File: config.mk
export PLATFORM = sky130hd
export DESIGN_NAME = line_engine
export DESIGN_NICKNAME = d
export VERILOG_FILES = /design/src/rtl/line_engine.sv
export SDC_FILE = /design/constraint.sdc
export NUM_CORES = 1
export LEC_CHECK = 0
export CAP_MARGIN = 20
export CORE_UTILIZATION = 50
export DETAILED_ROUTE_END_ITERATION = 12
export PLACE_DENSITY = 0.69
export SLEW_MARGIN = 20
export SYNTH_ARGS = -nofsm -noshare
export SYNTH_HDL_FRONTEND = slang
export SYNTH_SLANG_ARGS = --single-unit
export TNS_END_PERCENT = 50
File: constraint.sdc
create_clock -name clk -period 17.1 [get_ports clk]
set_clock_uncertainty 0.1 [all_clocks]
set_input_delay 1.71 -clock clk [delete_from_list [all_inputs] [get_ports clk]]
set_output_delay 1.71 -clock clk [all_outputs]
set_load 0.05 [all_outputs]
File: src/rtl/line_engine.sv
// Bresenham line rasteriser: all octants, both endpoints emitted,
// pixels leave on a valid/ready stream tagged with a per-line colour.
module line_engine #(
  parameter int XW = 10,
  parameter int YW = 9,
  parameter int CW = 1
) (
  input  logic          clk,
  input  logic          reset,
  input  logic          start,
  input  logic [XW-1:0] x0,
  input  logic [XW-1:0] x1,
  input  logic [YW-1:0] y0,
  input  logic [YW-1:0] y1,
  input  logic [CW-1:0] color,
  output logic          busy,
  output logic          done,
  output logic          px_valid,
  input  logic          px_ready,
  output logic [XW-1:0] px_x,
  output logic [YW-1:0] px_y,
  output logic [CW-1:0] px_color
);

  localparam int MW = (XW > YW) ? XW : YW;
  localparam int EW = MW + 2;

  typedef enum logic [2:0] {
    IDLE, SETUP, PREP, DRAW, DONE
  } state_t;

  state_t state, state_n;

  logic [MW-1:0] ax0, ay0, ax1, ay1;
  logic [MW-1:0] maj0, min0, maj1, min1;
  logic [MW-1:0] dmaj, dmin, cur_maj, cur_min;
  logic          steep, step_up;
  logic signed [EW-1:0] err;

  logic signed [MW:0] ddx, ddy, adx, ady;
  logic          s_steep;
  logic [MW-1:0] a_maj0, a_min0, a_maj1, a_min1;
  logic [MW-1:0] s_maj0, s_min0, s_maj1, s_min1;

  always_comb begin
    ddx = $signed({1'b0, ax1}) - $signed({1'b0, ax0});
    ddy = $signed({1'b0, ay1}) - $signed({1'b0, ay0});
    adx = ddx[MW] ? -ddx : ddx;
    ady = ddy[MW] ? -ddy : ddy;
    s_steep = ady > adx;
    a_maj0 = s_steep ? ay0 : ax0;
    a_min0 = s_steep ? ax0 : ay0;
    a_maj1 = s_steep ? ay1 : ax1;
    a_min1 = s_steep ? ax1 : ay1;
    s_maj0 = a_maj0;
    s_min0 = a_min0;
    s_maj1 = a_maj1;
    s_min1 = a_min1;
    if (a_maj0 > a_maj1) begin
      s_maj0 = a_maj1;
      s_min0 = a_min1;
      s_maj1 = a_maj0;
      s_min1 = a_min0;
    end
  end

  logic [MW-1:0] dmaj_c;
  logic          hs, last;
  logic signed [EW-1:0] t, nx_err;
  logic [MW-1:0] nx_maj, nx_min, ld_maj, ld_min;

  always_comb begin
    dmaj_c = maj1 - maj0;
    hs     = px_valid & px_ready;
    last   = cur_maj == maj1;
    t      = err + $signed({2'b00, dmin});
    nx_maj = cur_maj + MW'(1);
    nx_min = cur_min;
    nx_err = t;
    if (!t[EW-1]) begin
      nx_min = step_up ? cur_min + MW'(1) : cur_min - MW'(1);
      nx_err = t - $signed({2'b00, dmaj});
    end
    ld_maj = (state == PREP) ? maj0 : nx_maj;
    ld_min = (state == PREP) ? min0 : nx_min;
  end

  always_ff @(posedge clk) begin
    if (reset) state <= IDLE;
    else       state <= state_n;
  end

  always_comb begin
    state_n  = state;
    busy     = state != IDLE;
    done     = state == DONE;
    px_valid = state == DRAW;
    unique case (state)
      IDLE:    if (start) state_n = SETUP;
      SETUP:   state_n = PREP;
      PREP:    state_n = DRAW;
      DRAW:    if (hs && last) state_n = DONE;
      DONE:    state_n = IDLE;
      default: state_n = IDLE;
    endcase
  end

  always_ff @(posedge clk) begin
    if (reset) begin
      ax0 <= '0; ay0 <= '0; ax1 <= '0; ay1 <= '0;
      maj0 <= '0; min0 <= '0; maj1 <= '0; min1 <= '0;
      dmaj <= '0; dmin <= '0;
      cur_maj <= '0; cur_min <= '0;
      steep <= 1'b0; step_up <= 1'b0;
      err <= '0;
      px_x <= '0; px_y <= '0; px_color <= '0;
    end else begin
      unique case (state)
        IDLE: if (start) begin
          ax0 <= MW'(x0);
          ax1 <= MW'(x1);
          ay0 <= MW'(y0);
          ay1 <= MW'(y1);
          px_color <= color;
        end
        SETUP: begin
          steep <= s_steep;
          maj0 <= s_maj0;
          min0 <= s_min0;
          maj1 <= s_maj1;
          min1 <= s_min1;
        end
        PREP: begin
          dmaj    <= dmaj_c;
          dmin    <= (min1 >= min0) ? min1 - min0 : min0 - min1;
          step_up <= min1 > min0;
          err     <= -$signed({2'b00, dmaj_c >> 1});
          cur_maj <= maj0;
          cur_min <= min0;
          px_x    <= XW'(steep ? ld_min : ld_maj);
          px_y    <= YW'(steep ? ld_maj : ld_min);
        end
        DRAW: if (hs && !last) begin
          cur_maj <= nx_maj;
          cur_min <= nx_min;
          err     <= nx_err;
          px_x    <= XW'(steep ? ld_min : ld_maj);
          px_y    <= YW'(steep ? ld_maj : ld_min);
        end
        default: ;
      endcase
    end
  end

endmodule

==> results of run 1 <==
==> synth_stat cells (all sizes together), types with 2 or more instances <==
cell / instances / area share
nand2: 238 / 0.077
a21oi: 169 / 0.073
dfxtp: 155 / 0.27
nor2: 109 / 0.036
ha: 100 / 0.11
mux2i: 99 / 0.085
inv: 94 / 0.030
o21ai: 70 / 0.030
xnor2: 69 / 0.052
clkbuf: 68 / 0.022
nor3: 41 / 0.018
a211oi: 32 / 0.021
nand3: 23 / 0.0099
xor2: 19 / 0.014
a21o: 17 / 0.011
nor2b: 15 / 0.0080
or3: 15 / 0.0080
o211ai: 14 / 0.0090
buf: 13 / 0.0055
mux2: 12 / 0.012
o21a: 12 / 0.0077
fa: 8 / 0.014
a31oi: 7 / 0.0037
and2: 7 / 0.0037
and3: 7 / 0.0037
nor4: 7 / 0.0043
o21bai: 7 / 0.0045
o31ai: 7 / 0.0045
a22oi: 6 / 0.0039
a311oi: 6 / 0.0045
nand4: 6 / 0.0032
o41ai: 6 / 0.0045
a21boi: 5 / 0.0035
a221oi: 5 / 0.0037
nand3b: 5 / 0.0032
o22ai: 4 / 0.0021
a31o: 3 / 0.0023
nand2b: 3 / 0.0016
nor3b: 3 / 0.0019
o221ai: 3 / 0.0023
or3b: 3 / 0.0023
a21bo: 2 / 0.0017
mux4: 2 / 0.0039
or2: 2 / 0.0011
or4: 2 / 0.0013
==> tightest hold or removal path: stages (launching register included) <==
cell,delay (ns)
dfxtp_1,0.31
nand2_1,0.05
a21oi_1,0.05
==> area by class of cell <==
cell class                 instances  area, µm²  share of cell area
clock inverter                    13        118             0.00899
clock buffer                      19        443              0.0339
inverter                          94        353              0.0270
multi-input combinational       1187       7940               0.607
tap                              313        392              0.0299
timing repair buffer              77        738              0.0564
sequential                       155       3100               0.237
==> logic make-up after synthesis <==
kind of cell	Yosys count	share of synthesized area
adder cells (fa/ha/maj)	108	0.121
AND/OR/NAND/NOR	489	0.185
XOR/XNOR	88	0.0660
other	1	0.000321
multiplexers	113	0.100
buffers and inverters	175	0.0575
flip-flops	155	0.266
AO/OA/AOI/OAI	388	0.204
==> cells in the final DEF (no fill, tap or decap), types with 19 or more instances in the layout <==
cell type,n
a211oi_1,30
a21oi_1,168
clkdlybuf4s50_1,64
dfxtp_1,155
ha_1,100
inv_1,94
mux2i_1,98
nand2_1,237
nand3_1,23
nor2_1,108
nor3_1,41
o21ai_0,68
xnor2_1,69
xor2_1,19
==> routing by layer <==
metal,up-vias,GRT usage,wire [µm]
met1,5031,0.375,15200
met3,42,0.0412,1620
met2,294,0.432,14300
li1,5326,-,-
met4,0,0.0976,765
met5,-,0,0
==> worst min-delay path by stage <==
stage                     cells past startpoint                    to  slack [ns]
after CTS                                     2  dmaj[4]$_SDFFE_PP0P_        0.36
after global placement                        2  dmaj[6]$_SDFFE_PP0P_        0.35
after detailed placement                      2  dmaj[4]$_SDFFE_PP0P_        0.35
after global routing                          2  dmaj[4]$_SDFFE_PP0P_        0.38
final                                         2  dmaj[4]$_SDFFE_PP0P_        0.36
after floorplan                               2  min1[9]$_SDFFE_PP0P_        0.34
==> sequential cells by signal (all words and copies together), names as in the netlist, 10 cells and up <==
| register | flops |
|---|---|
| err | 12 |
| ax0 | 10 |
| ax1 | 10 |
| cur_maj | 10 |
| cur_min | 10 |
| dmaj | 10 |
| dmin | 10 |
| maj0 | 10 |
| maj1 | 10 |
| min0 | 10 |
| min1 | 10 |
| px_x | 10 |
==> power by group <==
group	internal, mW	switching [mW]	total [mW]
Combinational	0.314	0.410	0.724
Clock	0.205	0.162	0.368
Sequential	0.385	0.0310	0.416
Total	0.904	0.603	1.51
==> parameters.txt, run 1 <==
Parameter                              Value

Run status
  Status ... finished clean

Final layout
  Final layout net count ... 1683
  Area added between synthesis and finish ... 12.0%
  Final standard cell utilization of the core ... 0.574
  Fraction of final layout cells with drive strength greater than 1 ... 0.0505
  Count of fill cells added during filler insertion ... 2177
  Number of diodes added for antenna fixing ... 0
  Design Area, Final ... 0.0131 mm²
  Final Instance Count excl. Fillers ... 1858

Logic synthesis
  Mapped Avg Cell Area ... 7.70 µm²
  Warnings from Yosys ... 0
  Sequential share of the synthesized area ... 0.266
  Number of standard cells after synthesis ... 1517
  Register bit total from synthesis ... 155
  Share of flip-flops with an asynchronous set or reset ... 0
  Cell variety after synth ... 73
  Number of enable-type register cells in the synthesized netlist ... 0
  Post-synth design cell area ... 0.0117 mm²
  Top FF cell, synth ... dfxtp_1
  Net Count, Synth ... 1668

Setup path
  CP Capture Type ... flop
  Setup Crit Path Kind ... reg -> reg
  Levels on crit path ... 32
  Gate family responsible for the most delay along the worst path ... compound AO/OA/AOI/OAI gates
  Data required, critical path ... 17.26 ns
  Reg-to-Reg Start ... ax0[0]$_SDFFE_PP0P_
  Arrival @ worst endpoint ... 8.78 ns
  R2R Path End ... min1[5]$_SDFFE_PP0P_
  Most frequent CP cell ... a21oi_1
  Critical Path Max Stage Delay ... 0.73 ns
  Sort of element at the start of the critical path ... flop
  Worst setup path startpoint ... ax0[0]$_SDFFE_PP0P_
  Capturing instance or port of the critical path ... min1[5]$_SDFFE_PP0P_
  Critical-path maximum fanout ... 70
  Buf+Inv Stages, Crit Path ... 3
  Depth of the most critical reg-to-reg path ... 32
  Slowest cell on crit path ... buf_4
  Minimum setup slack among reg-to-reg paths ... 8.49 ns

Routing
  Wirelength per Cell ... 17.1 µm
  Antenna Nets Post-Route ... 0
  Number of iterations in the first detailed-routing pass ... 6
  Total via count after detailed routing ... 10.7k
  Routed vias/inst ... 5.76
  DRC Markers ... 0
  Post-detailed-routing wire length ... 31900 µm
  Count of routing violations after the opening detailed-route iteration ... 972

STA
  Worst-margin pin slew ... 0.985 ns
  RSZ-0062 raised after global routing ... no
  Sum of negative setup slack ... 0 ns
  Slew HR ... 0.343
  Final hold violations ... 0
  Final setup violation count ... 0
  Portion of the clock cycle consumed by the worst path in the final layout ... 0.504
  Fin worst setup slack ... 8.49 ns
  Peak Freq ... 116 MHz
  Final worst hold slack ... 0.358 ns
  Time the final worst path needs with I/O delays and setup ... 8.61 ns
  Final number of max-transition violations ... 0

Clock tree
  Cts hold-fix bufs ... 0
  Clock tree from TritonCTS ... done
  CTS sink count ... 155
  Setup fix buffers added after clock tree synthesis ... 0
  Post-CTS Resized ... 0
  Clock root cell ... clkbuf_16
  Maximum clock insertion buffer count ... 2
  Clock buffer count from CTS ... 17
  CTS HTree Levels ... 4
  Post-CTS clock slew at the launch and capture registers of the worst setup and hold paths ... 0.07 ns
  Clock network latency to the later pin of the worst-skew pair ... 0.44 ns

Placement
  Last weighted congestion value of the routability-driven placer ... 0.907
  Number of port buffers ... 65
  Post-placement cell area ... 0.0125 mm²
  Instance count after placement with tap cells included ... 1826
  Pre-CTS setup slack ... 8.64 ns
  Half-perimeter wire length after detailed placement ... 23400 µm

Flow run
  Max-cap violation count ... 0

Floorplanning
  Area of the core region ... 0.0228 mm²
  Number of rows created at floorplan ... 55
  Die outline area ... 0.0240 mm²
  Die extent in y ... 155 µm
  Effective utilization at floorplan ... 0.513
  Width of the die ... 155 µm
  I/O pin cnt ... 66

Global route
  Global-route usage over all layers ... 0.272
  Number of global-route vias before repair ... 9983
  Largest net degree at the start of global routing ... 90
  Antenna violations before repair ... 0
  Global-route wire length before repair ... 51700 µm
  Total gr overflow ... 0

Hold path
  Path category of the worst min-delay check ... reg -> reg
  Hold_sp ... dmaj[4]$_SDFFE_PP0P_

Pwr
  P per Cell Area ... 115 mW/mm²
  Worst VDD drop ... 0.0677 mV
  Post-layout power ... 1.51 mW
  Static Leakage ... 5.21 nW
Power figures use the tool's default switching activity.
==> inputs of run 2 (changes only) <==
--- a/config.mk
+++ b/config.mk
@@ -8,7 +8,7 @@
 export CAP_MARGIN = 20
 export CORE_UTILIZATION = 50
 export DETAILED_ROUTE_END_ITERATION = 12
-export PLACE_DENSITY = 0.69
+export PLACE_DENSITY = 0.71
 export SLEW_MARGIN = 20
 export SYNTH_ARGS = -nofsm -noshare
 export SYNTH_HDL_FRONTEND = slang
==> constraint.sdc (replaced) <==
create_clock -name clk -period 7.7 [get_ports clk]
set_clock_uncertainty 0.1 [all_clocks]
set_input_delay 0.77 -clock clk [delete_from_list [all_inputs] [get_ports clk]]
set_output_delay 0.77 -clock clk [all_outputs]
set_load 0.05 [all_outputs]
==> run 2 against run 1 <==
Effect of this change:
- hold slack gained 0.00051 ns
- global-route usage shrank 0.21 points
- combinational power grew 120%
- setup slack lost 7.7 ns
- total power grew 130%
- clock-buffer cell count is the same
- sequential share of layout area shrank 0.22 points
- non-clock buffer count grew 2
- maximum frequency grew 24%
- register-to-register slack lost 7.7 ns
==> parameters.txt, run 2 (synthesized netlist as in run 1, its figures left out) <==
Parameter                              Value

Run status
  Status ... finished clean

Setup path
  CP Capture Type ... flop
  Depth of the most critical reg-to-reg path ... 33 (+3.1%)
  Setup Crit Path Kind ... reg -> reg
  Data required, critical path ... 7.88 ns (-9.38 ns)
  Slowest cell on crit path ... fa_1
  Critical Path Max Stage Delay ... 0.40 ns (-0.33 ns)
  Sort of element at the start of the critical path ... flop
  Arrival @ worst endpoint ... 7.11 ns (-1.67 ns)
  Most frequent CP cell ... a21oi_1
  Critical-path maximum fanout ... 70 (unchanged)

Routing
  Wirelength per Cell ... 17.0 µm (-0.60%)
  DRC Markers ... 0 (unchanged)
  Total via count after detailed routing ... 10.7k (-0.31%)
  Count of routing violations after the opening detailed-route iteration ... 806 (-17%)
  Antenna Nets Post-Route ... 0 (unchanged)
  Number of iterations in the first detailed-routing pass ... 5 (-1)
  Routed vias/inst ... 5.74 (-0.31%)
  Post-detailed-routing wire length ... 31700 µm (-0.60%)

Global route
  Number of global-route vias before repair ... 9989 (+0.060%)
  Antenna violations before repair ... 0 (unchanged)
  Global-route usage over all layers ... 0.270 (-0.00211)
  Global-route wire length before repair ... 51300 µm (-0.79%)
  Largest net degree at the start of global routing ... 87 (-3.3%)
  Total gr overflow ... 0 (unchanged)

Final layout
  Register with the highest flop count ... err
  Most used cells in the layout excluding fill and tap cells ... nand2_1, a21oi_1, dfxtp_1
  Leading cell type in the layout, fill and taps excluded ... nand2_1
  Area added between synthesis and finish ... 13.1%
  Fraction of final layout cells with drive strength greater than 1 ... 0.0511 (+0.000647)
  Total area of multi-input combinational cells ... 0.00795 mm² (about the same)
  Largest register FFs ... 12 (unchanged)
  Number of diodes added for antenna fixing ... 0 (unchanged)
  Final Instance Count excl. Fillers ... 1858 (unchanged)
  Count of fill cells added during filler insertion ... 2094 (-3.8%)
  Final layout net count ... 1685 (+0.12%)
  Sequential cell area ... 0.00310 mm² (unchanged)

Clock tree
  Maximum clock insertion buffer count ... 2 (unchanged)
  Clock tree from TritonCTS ... done
  Clock network latency to the later pin of the worst-skew pair ... 0.43 ns (about the same)
  Post-CTS clock slew at the launch and capture registers of the worst setup and hold paths ... 0.07 ns (about the same)
  CTS sink count ... 155 (unchanged)
  Clock root cell ... clkbuf_16
  Post-CTS Resized ... 0 (unchanged)
  CTS HTree Levels ... 4 (unchanged)
  Setup fix buffers added after clock tree synthesis ... 0 (unchanged)
  Cts hold-fix bufs ... 0 (unchanged)
  Clock buffer count from CTS ... 17 (unchanged)

Floorplanning
  Die extent in y ... 155 µm (unchanged)
  Area of the core region ... 0.0228 mm² (unchanged)
  Effective utilization at floorplan ... 0.513 (unchanged)
  Number of rows created at floorplan ... 55 (unchanged)
  I/O pin cnt ... 66 (unchanged)
  Width of the die ... 155 µm (unchanged)
  Die outline area ... 0.0240 mm² (unchanged)

STA
  Portion of the clock cycle consumed by the worst path in the final layout ... 0.901 (+0.397)
  Worst-margin pin slew ... 1.01 ns (+0.0253 ns)
  RSZ-0062 raised after global routing ... no
  Peak Freq ... 144 MHz (+24%)
  Fin worst setup slack ... 0.764 ns (-7.72 ns)
  Final number of max-transition violations ... 0 (unchanged)
  Time the final worst path needs with I/O delays and setup ... 6.94 ns (-1.68 ns)
  Slew HR ... 0.325 (-0.0178)
  Final setup violation count ... 0 (unchanged)
  Final hold violations ... 0 (unchanged)
  Sum of negative setup slack ... 0 ns (unchanged)

Placement
  Pre-CTS setup slack ... 0.757 ns (-7.88 ns)
  Instance count after placement with tap cells included ... 1828 (+0.11%)
  Last weighted congestion value of the routability-driven placer ... 0.915 (+0.92%)
  Half-perimeter wire length after detailed placement ... 23200 µm (-1.1%)
  Number of port buffers ... 65 (unchanged)

Pwr
  Static Leakage ... 5.26 nW (+1.1%)
  Worst VDD drop ... 0.165 mV (+140%)
  P per Cell Area ... 262 mW/mm² (+130%)

Hold path
  Path category of the worst min-delay check ... reg -> reg
  Number of cells traversed by the worst hold path ... 2 (unchanged)

Flow run
  Max-cap violation count ... 0 (unchanged)
run 2: final cells by class:
| cell class | instances | share of cell area |
|---|---|---|
| Multi-Input combinational cell | 1187 | 0.602 |
| Sequential cell | 155 | 0.235 |
| Timing Repair Buffer | 79 | 0.0589 |
| Clock buffer | 19 | 0.0335 |
| Tap cell | 313 | 0.0297 |
| Inverter | 94 | 0.0267 |
| Clock inverter | 11 | 0.0147 |
run 2: stage by stage:
stage                util  hold slack (ns)  total power [mW]  cell area [µm²]
floorplan               -            0.336              2.19            11700
global placement    0.552            0.345              2.50            12600
detailed placement  0.552            0.352              2.53            12600
CTS                 0.580            0.361              3.46            13200
global route        0.580            0.378              3.68            13200
finish              0.580            0.359              3.47            13200
run 2: worst max-delay path, delay by kind of cell (launching register included):
kind | cells | cell delay [ns]
and+or+nand+nor | 2 | 0.21
adders and majority gates | 4 | 1.15
xor gates and xnor gates | 1 | 0.16
buffers and inverters | 4 | 0.90
AOI/OAI and AO/OA | 18 | 2.97
DFF | 1 | 0.39
muxes | 4 | 0.85
run 2: worst paths after layout:
path | slack [ns] | startpoint | end
worst min-delay path | 0.36 | dmaj[1]$_SDFFE_PP0P_ | dmaj[1]$_SDFFE_PP0P_
worst min register to register | 0.36 | dmaj[1]$_SDFFE_PP0P_ | dmaj[1]$_SDFFE_PP0P_
worst max register to register | 0.76 | ax0[0]$_SDFFE_PP0P_ | min0[7]$_SDFFE_PP0P_
worst max-delay path | 0.76 | ax0[0]$_SDFFE_PP0P_ | min0[7]$_SDFFE_PP0P_
run 2: report_power, final:
group / internal [mW] / total, mW / switching, mW
registers: 0.855 / 0.922 / 0.0675
clock network: 0.581 / 0.925 / 0.344
logic: 0.714 / 1.62 / 0.906
total: 2.15 / 3.47 / 1.32
run 2: routing by layer:
metal / track usage / vias to the layer above / share of wire
met5: 0 / - / 0
met4: 0.0990 / 0 / 0.029
met3: 0.0423 / 61 / 0.052
met2: 0.435 / 308 / 0.45
met1: 0.365 / 4937 / 0.47
li1: - / 5354 / -
